## config.mk

```make
export PLATFORM = sky130hd
export DESIGN_NAME = vga_sync_pulses
export DESIGN_NICKNAME = d
export VERILOG_FILES = /design/src/rtl/vga_sync_pulses_pkg.sv /design/src/rtl/vga_wrap_counter.sv /design/src/rtl/vga_sync_pulses.sv
export SDC_FILE = /design/constraint.sdc
export NUM_CORES = 1
export LEC_CHECK = 0
export BUFFER_PORTS_ARGS = -buffer_cell sky130_fd_sc_hd__buf_2
export CAP_MARGIN = 25
export CELL_PAD_IN_SITES_DETAIL_PLACEMENT = 0
export CELL_PAD_IN_SITES_GLOBAL_PLACEMENT = 1
export CORE_MARGIN = 4
export CORE_UTILIZATION = 34
export CTS_CLUSTER_DIAMETER = 200
export DETAILED_ROUTE_END_ITERATION = 10
export HOLD_SLACK_MARGIN = 0.03
export PLACE_DENSITY = 0.76
export SLEW_MARGIN = 30
export SYNTH_ARGS = -nofsm -noshare
export SYNTH_HDL_FRONTEND = slang
export SYNTH_SLANG_ARGS = --single-unit
```

## constraint.sdc

```tcl
create_clock -name i_Clk -period 1.92 [get_ports i_Clk]
set_clock_uncertainty 0.2 [all_clocks]
set_input_delay 0.384 -clock i_Clk [delete_from_list [all_inputs] [get_ports i_Clk]]
set_output_delay 0.384 -clock i_Clk [all_outputs]
set_load 0.02 [all_outputs]
```

## src/rtl/vga_sync_pulses_pkg.sv

```systemverilog
// Shared VGA constants: 640x480@60 timing defaults and the count width.
// Also used by vga_sync_add_porch.
package vga_sync_pulses_pkg;

    localparam int unsigned VGA_COUNT_W         = 10;
    localparam int unsigned VGA_FRAME_COUNT_W   = 8;

    localparam int unsigned VGA_VISIBLE_COLUMNS = 640;
    localparam int unsigned VGA_VISIBLE_ROWS    = 480;
    localparam int unsigned VGA_TOTAL_COLUMNS   = 800;
    localparam int unsigned VGA_TOTAL_ROWS      = 525;

    typedef logic [VGA_COUNT_W-1:0]       vga_count_t;
    typedef logic [VGA_FRAME_COUNT_W-1:0] vga_frame_count_t;

endpackage

```

## src/rtl/vga_wrap_counter.sv

```systemverilog
// Modulo-MODULUS up-counter with enable; o_wrap flags the enabled cycle that
// returns the count to zero, o_count_next is the value loaded on the next edge.
module vga_wrap_counter
    import vga_sync_pulses_pkg::*;
#(
    parameter int unsigned MODULUS = VGA_TOTAL_COLUMNS
)
(
    input  logic       i_Clk,
    input  logic       i_Rst,
    input  logic       i_En,
    output vga_count_t o_count,
    output vga_count_t o_count_next,
    output logic       o_wrap
);

    localparam vga_count_t LAST = vga_count_t'(MODULUS - 1);

    vga_count_t count_q;
    vga_count_t count_d;
    logic       wrap;

    always_comb begin
        wrap    = i_En && (count_q == LAST);
        count_d = count_q;
        if (i_Rst) begin
            count_d = '0;
        end else if (wrap) begin
            count_d = '0;
        end else if (i_En) begin
            count_d = count_q + vga_count_t'(1);
        end
    end

    always_ff @(posedge i_Clk) begin
        if (i_Rst) begin
            count_q <= '0;
        end else begin
            count_q <= count_d;
        end
    end

    assign o_count      = count_q;
    assign o_count_next = count_d;
    assign o_wrap       = wrap;

endmodule

```

## src/rtl/vga_sync_pulses.sv

```systemverilog
// Column/row scan counters with visible-area syncs and a frame-start pulse.
// Optional frame counter output enabled by defining VGA_FRAME_COUNT_EN.
module vga_sync_pulses
    import vga_sync_pulses_pkg::*;
#(
    parameter int unsigned c_VISIBLE_COLUMNS = VGA_VISIBLE_COLUMNS,
    parameter int unsigned c_VISIBLE_ROWS    = VGA_VISIBLE_ROWS,
    parameter int unsigned c_TOTAL_COLUMNS   = VGA_TOTAL_COLUMNS,
    parameter int unsigned c_TOTAL_ROWS      = VGA_TOTAL_ROWS
)
(
    input  logic             i_Clk,
    input  logic             i_Rst,
    input  logic             i_Enable,
    output logic             o_HSync,
    output logic             o_VSync,
    output vga_count_t       o_ColCount,
    output vga_count_t       o_RowCount,
    output logic             o_FrameStart
`ifdef VGA_FRAME_COUNT_EN
    ,
    output vga_frame_count_t o_FrameCount
`endif
);

    localparam vga_count_t VIS_COLS = vga_count_t'(c_VISIBLE_COLUMNS);
    localparam vga_count_t VIS_ROWS = vga_count_t'(c_VISIBLE_ROWS);

    vga_count_t col;
    vga_count_t col_next;
    vga_count_t row;
    vga_count_t row_next;
    logic       col_wrap;
    logic       row_wrap;

    vga_wrap_counter #(.MODULUS(c_TOTAL_COLUMNS)) u_col (
        .i_Clk        (i_Clk),
        .i_Rst        (i_Rst),
        .i_En         (i_Enable),
        .o_count      (col),
        .o_count_next (col_next),
        .o_wrap       (col_wrap)
    );

    // Rows advance only on the enabled column wrap, so row_wrap marks end of frame.
    vga_wrap_counter #(.MODULUS(c_TOTAL_ROWS)) u_row (
        .i_Clk        (i_Clk),
        .i_Rst        (i_Rst),
        .i_En         (col_wrap),
        .o_count      (row),
        .o_count_next (row_next),
        .o_wrap       (row_wrap)
    );

    logic hsync_q, hsync_d;
    logic vsync_q, vsync_d;
    logic frame_start_q, frame_start_d;

    // Syncs are registered from the counters' next values to stay skew-free.
    always_comb begin
        hsync_d       = (col_next < VIS_COLS);
        vsync_d       = (row_next < VIS_ROWS);
        frame_start_d = row_wrap;
    end

    always_ff @(posedge i_Clk) begin
        if (i_Rst) begin
            hsync_q       <= 1'b1;
            vsync_q       <= 1'b1;
            frame_start_q <= 1'b0;
        end else begin
            hsync_q       <= hsync_d;
            vsync_q       <= vsync_d;
            frame_start_q <= frame_start_d;
        end
    end

`ifdef VGA_FRAME_COUNT_EN
    vga_frame_count_t frame_count_q, frame_count_d;

    always_comb begin
        frame_count_d = frame_count_q;
        if (row_wrap) begin
            frame_count_d = frame_count_q + vga_frame_count_t'(1);
        end
    end

    always_ff @(posedge i_Clk) begin
        if (i_Rst) begin
            frame_count_q <= '0;
        end else begin
            frame_count_q <= frame_count_d;
        end
    end

    assign o_FrameCount = frame_count_q;
`endif

    assign o_HSync      = hsync_q;
    assign o_VSync      = vsync_q;
    assign o_ColCount   = col;
    assign o_RowCount   = row;
    assign o_FrameStart = frame_start_q;

endmodule

```

==> metrics <==
post-synthesis sequential area ratio=0.428; Crit path max-delay family=simple AND/OR/NAND/NOR gates; Hold Path Class=primary input to register; detailed-route via count=924; Least-Margin Pin Slew=317 ps; fin crit share=0.929; PwrDens=562 nW/um^2; Avg WL per Cell=approximately 12 um; #FFs+latches synth=23; hold depth=2; Place WS=~60 ps; htree depth=1; post-synth top area share=0.428; crit start category=register; Setup crit end kind=register; synth top area cells=dfxtp_1 43%, xor2_1 7.3%, xnor2_1 6.5%, nor3_1 4.7%, nor2_1 4.5%; latest clock arrival within the worst-skew pair=300 ps; Root Buffer Master=clkbuf_4; Crit path required time=~1900 ps; Pre-antenna DRT Iters=4; setup TNS=0 ps; Clock Pin Slew Worst Setup and Hold Paths=~120 ps; Critical Path Stages=5; DPL Wire Length=1.85 mm; GRT Total Usage=0.124; FMAX=between 500 and 600 MHz; crit-path max FO=4; Fin. Hold Viols=0; Post-synth EDFFs=0; leading area contributor after synthesis=dfxtp_1; ys async rst share=0; first-pass GRT wire length=~4.1 mm; Core Box Area=~3000 um^2; GPL Wtd Cong=about 0.82; cells along the critical path=and4_4, and4_1, nand3_1, xor2_1, o32a_1; Synth-to-Final Area Change=23.8%; 1st-iter DRT viols=36; # port buffers=25; LEAKAGE=0.549 nW; RSZ-0062 raised after global routing=false; initial antenna violation count=0; Die Footprint=4130 um^2; post-route DRC violation count=0; VDD IR-drop max=0.000216 V; critical path arrival=between 1500 and 2000 ps; most frequent cell after synthesis=dfxtp_1; r2r worst-path depth=5; Initial Utilization=0.355; largest net degree at the start of global routing=15; Post-Syn Nets=125; Post-CTS Setup Bufs=0; clk sink count=23; number of global-route vias before repair=948; Die W=64.3 um; cts repair resizes=0; synth warn=0; Final Max Slew Viols=0; Synth Flop Type=dfxtp_1; Post-Synthesis Cells=119; Hold Buf Count CTS=0; # rows=20; crit-path max cell delay=410 ps; Worst Path Buf+Inv=0; WS Path Type=register to register; ANT nets after route=0; CTS Buffer Depth=2; final setup fails=0; Final Net Count=approximately 160; Synth cell types=29; final worst setup slack=137 ps; drt via density=4.71; Syn Area/Cell=9.04 um^2; mapped cell area=1080 um^2; CTS tree=yes; layout cells sized above 1=0.322; Die Ht=~64 um; slew margin rel.=0.787; Tmin final=1780 ps; Worst path slowest cell=dfxtp_1; total grt overflow=0; Commonest cells post-synth=23 x dfxtp_1, 13 x nor2_1, 11 x nand2_1; outcome=completed; io pins=26; antenna fix cells=0; TritonCTS buffer count=3; max_cap viols=0; WL final=2.41 mm
[per-layer routing]
metal  vias up  global-route usage  share of wire
met1       424               0.145           0.45
met4         0              0.0501         0.0054
li1        475                   -              -
met5         -                   0              0
met2        23               0.219           0.51
met3         2              0.0228          0.040
[flip-flops by register name (all words and copies together), names as in the netlist]
signal	flops
u_col.o_count	10
o_FrameStart	1
u_row.o_count	10
o_VSync	1
o_HSync	1
[final cells by class]
| class | instances | area (um^2) |
|---|---|---|
| tap | 44 | 55.1 |
| clock buffer | 4 | 26.3 |
| multi-input combinational | 87 | 578 |
| fill | 317 | 1700 |
| sequential | 23 | 465 |
| inverter | 4 | 15.0 |
| timing repair buffer | 34 | 193 |
[worst register-to-register path: cells and delay by family, from the launching register on]
kind	cells	cell delay [ps]
xor gates and xnor gates	1	160
and+or+nand+nor	3	590
DFF	1	410
AOI/OAI and AO/OA	1	330
[stage by stage]
stage               power [mW]  hold slack [ps]  area [um^2]  cells   util
finish                   0.749              222         1330    196  0.440
global route             0.783              218         1330    196  0.440
CTS                      0.760              216         1330    196  0.438
detailed placement       0.538              341         1300    192  0.429
global placement         0.536              326         1300    192  0.429
floorplan                0.526              270         1080    119      -
[cell families after synthesis]
logic type	after synthesis	share of synthesized area
AND/OR/NAND/NOR	60	0.313
flip-flops	23	0.428
XOR/XNOR	17	0.138
buffers and inverters	9	0.0430
AO/OA/AOI/OAI	6	0.0337
adder cells (fa/ha/maj)	3	0.0349
multiplexers	1	0.00930
[cells in the final DEF, fill, tap and decap left out, types with 2 or more instances in the layout]
cell type   n
dfxtp_2     4
a21oi_1     2
nor2_1     13
nand4_1     5
and4_1      2
xor2_1      9
o21ai_0     2
nor4_1      2
xnor2_1     8
nand3_1     6
nor3_1     10
clkbuf_4    3
inv_1       4
buf_2      25
buf_4       9
ha_1        2
nand2_1    11
dfxtp_1    19
or2_2       2
[report_power, final]
part | internal [mW] | total [mW] | leakage (nW) | switching (mW)
clock network | 0.0809 | 0.222 | 0.0150 | 0.141
registers | 0.483 | 0.489 | 0.187 | 0.00592
logic | 0.0141 | 0.0381 | 0.347 | 0.0240
total | 0.578 | 0.749 | 0.549 | 0.171
[final timing paths]
kind                                  startpoint          endpoint  slack [ps]
worst max-delay path            u_col.o_count[4]           o_VSync         140
worst min-delay path                       i_Rst  u_row.o_count[8]         220
worst max register to register  u_col.o_count[4]           o_VSync         140
worst min register to register  u_col.o_count[1]  u_col.o_count[1]         360
No activity file was read; power rests on OpenSTA's default activity.
